File: src/rtl/alu_pkg.sv
// Shared opcodes, FSM state type and default width for the sequential ALU slice.
// Optional divider is enabled by defining SEQ_ALU_DIV_EN.
package alu_pkg;
   localparam int DEF_WIDTH = 8;

   localparam logic [2:0] OP_ADD = 3'b000;
   localparam logic [2:0] OP_SUB = 3'b001;
   localparam logic [2:0] OP_AND = 3'b010;
   localparam logic [2:0] OP_OR  = 3'b011;
   localparam logic [2:0] OP_XOR = 3'b100;
   localparam logic [2:0] OP_SHL = 3'b101;
   localparam logic [2:0] OP_MUL = 3'b110;
   localparam logic [2:0] OP_DIV = 3'b111;

   typedef enum logic {
      ST_IDLE = 1'b0,
      ST_RUN  = 1'b1
   } state_t;
endpackage

File: src/rtl/seq_alu_if.sv
// Start/busy/done handshake between the control unit (master) and seq_alu (slave).
interface seq_alu_if import alu_pkg::*; #(
   parameter int WIDTH = DEF_WIDTH
) ();
   logic             start;
   logic [2:0]       op;
   logic [WIDTH-1:0] a;
   logic [WIDTH-1:0] b;
   logic             busy;
   logic             done;
   logic [WIDTH-1:0] result;
   logic             carry;
   logic             zero;
   logic             err;

   modport master (output start, op, a, b,
                   input  busy, done, result, carry, zero, err);
   modport slave  (input  start, op, a, b,
                   output busy, done, result, carry, zero, err);
endinterface

File: src/rtl/alu_iter_unit.sv
// Shared accumulator/shift datapath for SHL, MUL and (with SEQ_ALU_DIV_EN) DIV.
// Outputs show the value the registers take after the current iterate edge.
module alu_iter_unit import alu_pkg::*; #(
   parameter int WIDTH = DEF_WIDTH
) (
   input  logic             clk,
   input  logic             i_rst,
   input  logic             i_load,
   input  logic             i_iter,
   input  logic [2:0]       i_op,
   input  logic [WIDTH-1:0] i_a,
   input  logic [WIDTH-1:0] i_b,
   output logic [WIDTH-1:0] o_res,
   output logic             o_flag
);
   logic [WIDTH-1:0] r_acc, r_aux;
   logic             r_cf;
   logic [WIDTH-1:0] w_acc_nxt, w_aux_nxt;
   logic             w_cf_nxt;
   logic [WIDTH:0]   w_sum;
`ifdef SEQ_ALU_DIV_EN
   logic [WIDTH:0]   w_rem;
   logic [WIDTH:0]   w_diff;
`endif

   always_comb begin
      w_acc_nxt = r_acc;
      w_aux_nxt = r_aux;
      w_cf_nxt  = r_cf;
      w_sum     = '0;
`ifdef SEQ_ALU_DIV_EN
      w_rem     = '0;
      w_diff    = '0;
`endif
      case (i_op)
         OP_SHL: begin
            w_cf_nxt  = r_aux[WIDTH-1];
            w_aux_nxt = {r_aux[WIDTH-2:0], 1'b0};
         end
         // acc holds the high product half, aux the multiplier shifting out into the low half
         OP_MUL: begin
            w_sum = {1'b0, r_acc} + (r_aux[0] ? {1'b0, i_a} : '0);
            {w_acc_nxt, w_aux_nxt} = {w_sum, r_aux[WIDTH-1:1]};
         end
`ifdef SEQ_ALU_DIV_EN
         OP_DIV: begin
            w_rem  = {r_acc, r_aux[WIDTH-1]};
            w_diff = w_rem - {1'b0, i_b};
            if (!w_diff[WIDTH]) begin
               w_acc_nxt = w_diff[WIDTH-1:0];
               w_aux_nxt = {r_aux[WIDTH-2:0], 1'b1};
            end else begin
               w_acc_nxt = w_rem[WIDTH-1:0];
               w_aux_nxt = {r_aux[WIDTH-2:0], 1'b0};
            end
         end
`endif
         default: ;
      endcase
   end

   always_ff @(posedge clk or posedge i_rst) begin
      if (i_rst) begin
         r_acc <= '0;
         r_aux <= '0;
         r_cf  <= 1'b0;
      end else if (i_load) begin
         r_acc <= '0;
         r_aux <= (i_op == OP_MUL) ? i_b : i_a;
         r_cf  <= 1'b0;
      end else if (i_iter) begin
         r_acc <= w_acc_nxt;
         r_aux <= w_aux_nxt;
         r_cf  <= w_cf_nxt;
      end
   end

   assign o_res  = w_aux_nxt;
   assign o_flag = (i_op == OP_SHL) ? w_cf_nxt : (w_acc_nxt != '0);
endmodule

File: src/rtl/seq_alu.sv
// Multi-cycle ALU stage: IDLE/RUN FSM, iteration counter, single-cycle ops and flag registers.
// Op 111 is a restoring divider when SEQ_ALU_DIV_EN is defined, otherwise an error op.
module seq_alu import alu_pkg::*; #(
   parameter int WIDTH = DEF_WIDTH
) (
   input  logic     clk,
   input  logic     async_reset,
   seq_alu_if.slave bus
);
   localparam int CNT_W = $clog2(WIDTH) + 1;
   localparam int SH_W  = $clog2(WIDTH);

   state_t           r_state, w_next;
   logic [CNT_W-1:0] r_cnt, w_cnt_init;
   logic [2:0]       r_op, w_op;
   logic [WIDTH-1:0] r_a, r_b, w_a, w_b;
   logic [WIDTH-1:0] r_result, w_res, w_ires;
   logic             r_done, r_carry, r_zero, r_err;
   logic             w_load, w_last, w_run, w_cy, w_er, w_iflag;
   logic [WIDTH:0]   w_sum, w_dif;

   always_ff @(posedge clk or posedge async_reset) begin
      if (async_reset) r_state <= ST_IDLE;
      else             r_state <= w_next;
   end

   always_comb begin
      w_next = r_state;
      case (r_state)
         ST_IDLE: if (bus.start) w_next = ST_RUN;
         ST_RUN:  if (r_cnt == CNT_W'(1)) w_next = ST_IDLE;
         default: w_next = ST_IDLE;
      endcase
   end

   always_comb begin
      w_run      = (r_state == ST_RUN);
      w_load     = (r_state == ST_IDLE) && bus.start;
      w_last     = w_run && (r_cnt == CNT_W'(1));
      w_cnt_init = CNT_W'(1);
      w_res      = '0;
      w_cy       = 1'b0;
      w_er       = 1'b0;
      w_sum      = {1'b0, r_a} + {1'b0, r_b};
      w_dif      = {1'b0, r_a} - {1'b0, r_b};
      case (bus.op)
         OP_SHL: if (bus.b[SH_W-1:0] != '0) w_cnt_init = CNT_W'(bus.b[SH_W-1:0]);
         OP_MUL: w_cnt_init = CNT_W'(WIDTH);
`ifdef SEQ_ALU_DIV_EN
         OP_DIV: if (bus.b != '0) w_cnt_init = CNT_W'(WIDTH);
`endif
         default: ;
      endcase
      case (r_op)
         OP_ADD: {w_cy, w_res} = w_sum;
         OP_SUB: {w_cy, w_res} = w_dif;
         OP_AND: w_res = r_a & r_b;
         OP_OR:  w_res = r_a | r_b;
         OP_XOR: w_res = r_a ^ r_b;
         // a zero shift still spends one cycle but bypasses the shifter
         OP_SHL: begin
            if (r_b[SH_W-1:0] == '0) w_res = r_a;
            else begin
               w_res = w_ires;
               w_cy  = w_iflag;
            end
         end
         OP_MUL: begin
            w_res = w_ires;
            w_cy  = w_iflag;
         end
         OP_DIV: begin
`ifdef SEQ_ALU_DIV_EN
            if (r_b == '0) begin
               w_res = '1;
               w_er  = 1'b1;
            end else begin
               w_res = w_ires;
               w_cy  = w_iflag;
            end
`else
            w_er = 1'b1;
`endif
         end
         default: ;
      endcase
   end

   // The iterative unit loads from the live bus at start, then steps on latched operands
   assign w_op = (r_state == ST_IDLE) ? bus.op : r_op;
   assign w_a  = (r_state == ST_IDLE) ? bus.a  : r_a;
   assign w_b  = (r_state == ST_IDLE) ? bus.b  : r_b;

   alu_iter_unit #(.WIDTH(WIDTH)) u_iter (
      .clk    (clk),
      .i_rst  (async_reset),
      .i_load (w_load),
      .i_iter (w_run),
      .i_op   (w_op),
      .i_a    (w_a),
      .i_b    (w_b),
      .o_res  (w_ires),
      .o_flag (w_iflag)
   );

   always_ff @(posedge clk or posedge async_reset) begin
      if (async_reset) begin
         r_cnt    <= '0;
         r_op     <= '0;
         r_a      <= '0;
         r_b      <= '0;
         r_done   <= 1'b0;
         r_result <= '0;
         r_carry  <= 1'b0;
         r_zero   <= 1'b0;
         r_err    <= 1'b0;
      end else begin
         r_done <= w_last;
         if (w_load) begin
            r_op  <= bus.op;
            r_a   <= bus.a;
            r_b   <= bus.b;
            r_cnt <= w_cnt_init;
         end else if (w_run) begin
            r_cnt <= r_cnt - CNT_W'(1);
         end
         if (w_last) begin
            r_result <= w_res;
            r_carry  <= w_cy;
            r_zero   <= (w_res == '0);
            r_err    <= w_er;
         end
      end
   end

   assign bus.busy   = (r_state == ST_RUN);
   assign bus.done   = r_done;
   assign bus.result = r_result;
   assign bus.carry  = r_carry;
   assign bus.zero   = r_zero;
   assign bus.err    = r_err;
endmodule

File: src/flat_wrapper.sv
// flat-port wrapper written by rule: the top's interface ports become plain ports
module seq_alu_flat import alu_pkg::*;
#(
   parameter int WIDTH = DEF_WIDTH
)
  (clk, async_reset, bus_start, bus_op, bus_a, bus_b, bus_busy, bus_done, bus_result, bus_carry, bus_zero, bus_err);
  seq_alu_if #(.WIDTH(WIDTH)) bus_i ();
  input  logic clk;
  input  logic async_reset;
  input wire logic [$bits(bus_i.start)-1:0] bus_start;
  input wire logic [$bits(bus_i.op)-1:0] bus_op;
  input wire logic [$bits(bus_i.a)-1:0] bus_a;
  input wire logic [$bits(bus_i.b)-1:0] bus_b;
  output wire logic [$bits(bus_i.busy)-1:0] bus_busy;
  output wire logic [$bits(bus_i.done)-1:0] bus_done;
  output wire logic [$bits(bus_i.result)-1:0] bus_result;
  output wire logic [$bits(bus_i.carry)-1:0] bus_carry;
  output wire logic [$bits(bus_i.zero)-1:0] bus_zero;
  output wire logic [$bits(bus_i.err)-1:0] bus_err;
  assign bus_i.start = bus_start;
  assign bus_i.op = bus_op;
  assign bus_i.a = bus_a;
  assign bus_i.b = bus_b;
  assign bus_busy = bus_i.busy;
  assign bus_done = bus_i.done;
  assign bus_result = bus_i.result;
  assign bus_carry = bus_i.carry;
  assign bus_zero = bus_i.zero;
  assign bus_err = bus_i.err;
  seq_alu #(.WIDTH(WIDTH)) u_core (.clk(clk), .async_reset(async_reset), .bus(bus_i));
endmodule
File: config.mk
export PLATFORM = sky130hd
export DESIGN_NAME = seq_alu_flat
export DESIGN_NICKNAME = d
export VERILOG_FILES = /design/src/rtl/alu_pkg.sv /design/src/rtl/seq_alu_if.sv /design/src/rtl/alu_iter_unit.sv /design/src/rtl/seq_alu.sv /design/src/flat_wrapper.sv
export SDC_FILE = /design/constraint.sdc
export NUM_CORES = 1
export LEC_CHECK = 0
export ABC_AREA = 1
export BUFFER_PORTS_ARGS = -buffer_cell sky130_fd_sc_hd__buf_2
export CORE_UTILIZATION = 45
export DETAILED_ROUTE_END_ITERATION = 7
export GPL_ROUTABILITY_DRIVEN = 0
export PLACE_DENSITY_LB_ADDON = 0.25
export SLEW_MARGIN = 20
export SYNTH_ARGS = -nofsm -noshare
export SYNTH_HDL_FRONTEND = slang
export SYNTH_SLANG_ARGS = --single-unit
File: constraint.sdc
create_clock -name clk -period 3.33 [get_ports clk]
set_clock_uncertainty 0.1 [all_clocks]
set_input_delay 0.666 -clock clk [delete_from_list [all_inputs] [get_ports clk]]
set_output_delay 0.666 -clock clk [all_outputs]
set_load 0.02 [all_outputs]
; ---- Word level (Yosys, flattened, before mapping)
; Cells that the tools add are included.
[word_totals]
output_inout_bits = 13
input_bits = 22
register_bits = 53
[op_classes]
bitwise = 4
eq_ne = 12
n_addsub = 4
reduce_logical = 8
muxes = 27
[ops]
columns = operator, count
row1 = $mux W8, 10
row2 = $pmux W8 S7, 1
row3 = $eq A3 B3 Y1 const B, 8
row4 = $pmux W8 S2, 1
row5 = $add A8 B8 Y9, 1
row6 = $add A8 B9 Y9, 1
row7 = $sub A8 B8 Y9, 1
row8 = $and A8 B8 Y8, 1
row9 = $logic_not A8 Y1, 1
row10 = $mux W1, 8
row11 = $mux W4, 2
row12 = $or A8 B8 Y8, 1
row13 = $pmux W4 S2, 1
row14 = $reduce_bool A8 Y1, 1
row15 = $xor A8 B8 Y8, 1
row16 = $eq A3 B2 Y1 const B, 2
row17 = $logic_not A3 Y1, 2
row18 = $mux W3, 2
row19 = $eq A4 B1 Y1 const B, 1
row20 = $pmux W1 S4, 1
row21 = $sub A4 B1 Y4 const B, 1
row22 = $eq A3 B1 Y1 const B, 1
row23 = $reduce_bool A3 Y1, 1
row24 = $logic_and A1 B1 Y1, 2
row25 = 3 further kinds, 3

; ---- Logic depth before layout (Yosys ltp)
[depth]
ltp_word = 8
ltp_mapped = 21

; ---- Hierarchy
; From an unflattened synthesis, not the netlist that was laid out.
[unflattened]
hier_cells = 703
hier_area_um2 = 4610.7
[modules_own_cells]
columns = module, cells_each, instances, area_per_inst_um2
row1 = seq_alu, 482, 1, 3176.8
row2 = alu_iter_unit, 221, 1, 1433.9

; ---- Worst setup path after synthesis
; OpenSTA, ideal clock, no wires.
[synth_path]
path_kind = flip-flop to flip-flop
startpoint = reg u_core.r_state, in the netlist u_core.bus.busy
endpoint = reg u_core.r_carry, in the netlist u_core.bus.carry
t_arrival_ns = 2.567
setup_ns = 0.116
slack_ns = 0.546
path_stages_with_launch = 20
required_time_ns = 3.114
synth_period_minus_slack_ns = 2.784
path_cell_list = dfrtp_1 > buf_6 > clkbuf_1 > o21ai_0 > nor2_1 > ha_1 > inv_1 > fa_1 > inv_1 > nand3_1 > nand2_1 > nand2_1 > a21boi_2 > nand2_1 > nor2_1 > nand3_1 > nand2_1 > nand2_1 > nand2_1 > nand2_1
[synth_via]
elab_chain_cells = 8
[synth_lines]
columns = element, line
row1 = from (decl), seq_alu.sv:13  ; state_t r_state, w_next;
row2 = from (signal assigned), seq_alu.sv:24  ; else r_state <= w_next;
row3 = $mux W8, seq_alu.sv:91  ; assign w_a = (r_state == ST_IDLE) ? bus.a : r_a;
row4 = $mux W8, alu_iter_unit.sv:42  ; w_sum = {1'b0, r_acc} + (r_aux[0] ? {1'b0, i_a} : '0);
row5 = $add A8 B9 Y9, alu_iter_unit.sv:42
row6 = $mux W8, alu_iter_unit.sv:35  ; case (i_op)
row7 = $reduce_bool A8 Y1, alu_iter_unit.sv:79  ; assign o_flag = (i_op == OP_SHL) ? w_cf_nxt : (w_acc_nxt != '0);
row8 = $mux W1, alu_iter_unit.sv:79
row9 = $mux W1, seq_alu.sv:62  ; if (r_b[SH_W-1:0] == '0) w_res = r_a;
row10 = $pmux W1 S4, seq_alu.sv:54  ; case (r_op)
row11 = to (signal assigned), seq_alu.sv:129  ; r_carry <= w_cy;
row12 = to (decl), seq_alu.sv:18  ; logic r_done, r_carry, r_zero, r_err;
; Several ways; a longest one is shown, not always the timed one.
; A chain may end at the register's enable or synchronous reset.

; ---- Final worst setup path
; Ends and elaborated chain as after synthesis.

==> impl_metrics.toml <==
[outcome]
status = "finished clean"

[cells_and_area]
finalInstanceArea_um2 = 4740
drive_above_1_share_pct = 10.7
multi_input_area_um2 = 2600
regArea_um2 = 1300
antennaDiodeCount = 0
nNetsFinal = 733
nFillCells = 969
final_util_pct = 51.1
areaGrowthSynthToFinish_pct = 9.10

[grt]
grt.overflow.total = 0
grt_pass1_vias = 4157
grt_start_max_net_pins = 45
antenna_found_initial = 0
grt_first_pass_wirelength_mm = 20.2
grt_usage_pct = 25.2

[timing]
post-route-min-period_ps = 2820
finalHoldViolCount = 0
setup_tns_ps = 0
worst_pin_slew_ps = 647
setup_viol = 0
maxSlewHeadroom_pct = 56.6
fmax_ghz = 0.354
timing.final.crit_share_pct = 84.7
timing.hold.ws_ps = 147
slew_violations = 0
rsz0062_at_grt = "false"

[worst_setup_path]
worstSetupPathType = "flop to flop"
ff2ff_setup_slack_ps = 510
crit_chain = "buf_4, nand2_1, o21ai_0, nor2_1, inv_1, fa_1, inv_1, nand3_1, nand2_1, nand2_1, a21boi_2, nand2_1, nor2_1, nand3_1, nand2_1, nand2_1, nand2_1, nand2_1"
crit_path_frequent_cell = "nand2_1"
cpMaxStageDelayCell = "dfrtp_1"
critPathMaxFanout = 25
reg2reg_from = "u_core.bus.busy"
required_ps = 3440
reg2regPathDepth = 18
critPathLaunch = "u_core.bus.busy"
arrival_ps = 2930
worst_path_largest_cell_delay_ps = 440
end_kind = "flop"
regToRegEndpoint = "u_core.bus.carry"
start_kind = "flop"

[routing]
wl_per_cell_um = 15.1
drt_iter0_drc = 341
drc = 0
via_count = 4448
ant_nets = 0
wl_mm = 12.2
first_pass_iters = 6
vias_per_cell = 5.53

[run]
max_cap_viol_count = 0

[synth]
syn_nets = 706
ys_seq_elements = 52
synth_cell_type_count = 43
async_reset_ff_share_pct = 100
ys_seq_area_share_pct = 29.9
synth_area_um2 = 4350
synth_top_area_cell = "dfrtp_1"
synthCells = 647
synthFlopType = "dfrtp_1"
synth-edff-count = 0
syn_avg_cell_area_um2 = 6.72
synthTopCellsByArea = "dfrtp_1 (30%), nand2_1 (16%), ha_1 (9.8%), inv_1 (7.3%), o21ai_0 (6.2%)"
yosysTopAreaCellShare_pct = 29.9
synth_warnings = 0

[power_and_ir_drop]
p_int_uw = 2200
switchingPower_uw = 2600
p_comb_share_pct = 66.6
clockPowerShare_pct = 9.2
ir_drop_mv = 0.388
p_leak_uw = 0.00247
power_density_nw_per_um2 = 1010
p_seq_share_pct = 24.2
power.total_uw = 4800
swShare_pct = 54.2

[clocking]
htreeDepth = 2
cts.sinks = 52
post_cts_buffers = 0
clkTransAtPathRegs_ps = 100
cts_resized = 0
clk_path_buf_depth = 2
cts_buffers = 5
cts_root_buffer = "clkbuf_8"
hold_buffers = 0
clock_latency_ps = 300
cts_tree = "done"

[floorplan]
die_x_um = 100
start_util_pct = 46.8
ios = 35
row_count = 35
placeableCoreArea_um2 = 9280
die-area_um2 = 10100
die_y_um = 100

[place]
place_area_um2 = 4630
numPortBuffers = 34
dp_hpwl_mm = 9.50

[hold_path]
hold_class = "input port to asynchronous set/reset pin"
how the worst max path moves through the flow:
stage | to | cells after the start
global placement | u_core.bus.carry | 18
global route | u_core.bus.carry | 18
finish | u_core.bus.carry | 18
floorplan | u_core.bus.carry | 19
detailed placement | u_core.bus.carry | 18
CTS | u_core.bus.carry | 18
cell type report:
class                           instances  share of cell area [%]
Inverter                               90                    7.13
Clock inverter                          2                   0.818
Tap cell                              129                    3.40
Multi-Input combinational cell        483                    54.8
Clock buffer                            6                    1.53
Timing Repair Buffer                   42                    4.86
Sequential cell                        52                    27.4
routing by layer:
| metal | track usage, % | share of wire [%] |
|---|---|---|
| met5 | 0 | 0 |
| met4 | 4.57 | 0.94 |
| met3 | 3.13 | 7.0 |
| met2 | 41.7 | 46 |
| met1 | 35.6 | 46 |
per-stage QoR:
stage / setup WS, ps / instances
floorplan: 546 / 647
global placement: 495 / 796
detailed placement: 425 / 796
CTS: 518 / 804
global route: 230 / 804
finish: 509 / 804
state kept, by name (all words and copies together), names as in the netlist:
name / count
u_core.r_a: 8
u_core.r_cnt: 4
u_core.bus.zero: 1
u_core.bus.result: 8
u_core.r_b: 8
u_core.bus.carry: 1
u_core.bus.busy: 1
u_core.bus.done: 1
u_core.u_iter.r_aux: 8
u_core.r_op: 3
u_core.bus.err: 1
u_core.u_iter.r_acc: 8
critical path: cells and delay by family, from the launching register on:
kind | cells | cell delay, ps
AND/OR/NAND/NOR | 12 | 1000
AO/OA/AOI/OAI | 2 | 310
adder cells (fa/ha/maj) | 1 | 440
buffers and inverters | 3 | 420
flip-flops | 1 | 440
power groups by stage:
stage,combinational (uW),clock [uW],sequential (uW)
2_1_floorplan,2320,0,1160
3_3_place_gp,3070,0,1160
3_5_place_dp,3130,0,1170
4_1_cts,3150,454,1160
5_1_grt,3600,476,1200
6_report,3190,442,1160
cell families after synthesis:
family,synth area share [%]
buffers and inverters,10.3
AOI/OAI and AO/OA,16.4
xor gates and xnor gates,1.01
and+or+nand+nor,31.2
DFF,29.9
adders and majority gates,11.2
cell usage after synthesis, types with 2 or more instances:
master      n
nand3_4     2
inv_1      84
o211ai_1   15
nand4_1     9
o21ai_1     4
xnor2_1     4
buf_6       2
clkbuf_1   14
o21ai_2     2
o22ai_1     6
nor3_1      5
o221ai_1    2
o21ai_0    54
ha_1       34
nor2_1     61
nor3_2      2
nand3_1    43
buf_2       5
nand2_2     4
nand2_1   189
fa_1        3
a21oi_1    24
nand2_4     2
a22oi_1     2
inv_2       6
dfrtp_1    52
cells in the final DEF, fill, tap and decap left out, types with 9 or more instances in the layout:
cell type / Yosys / layout
a21oi_1: 24 / 24
nand3_1: 43 / 43
nor2_1: 61 / 61
dfrtp_1: 52 / 52
buf_2: 5 / 34
nand2_1: 189 / 189
ha_1: 34 / 34
nand4_1: 9 / 9
o211ai_1: 15 / 15
inv_1: 84 / 83
o21ai_0: 54 / 54
No activity file was read; power rests on OpenSTA's default activity.
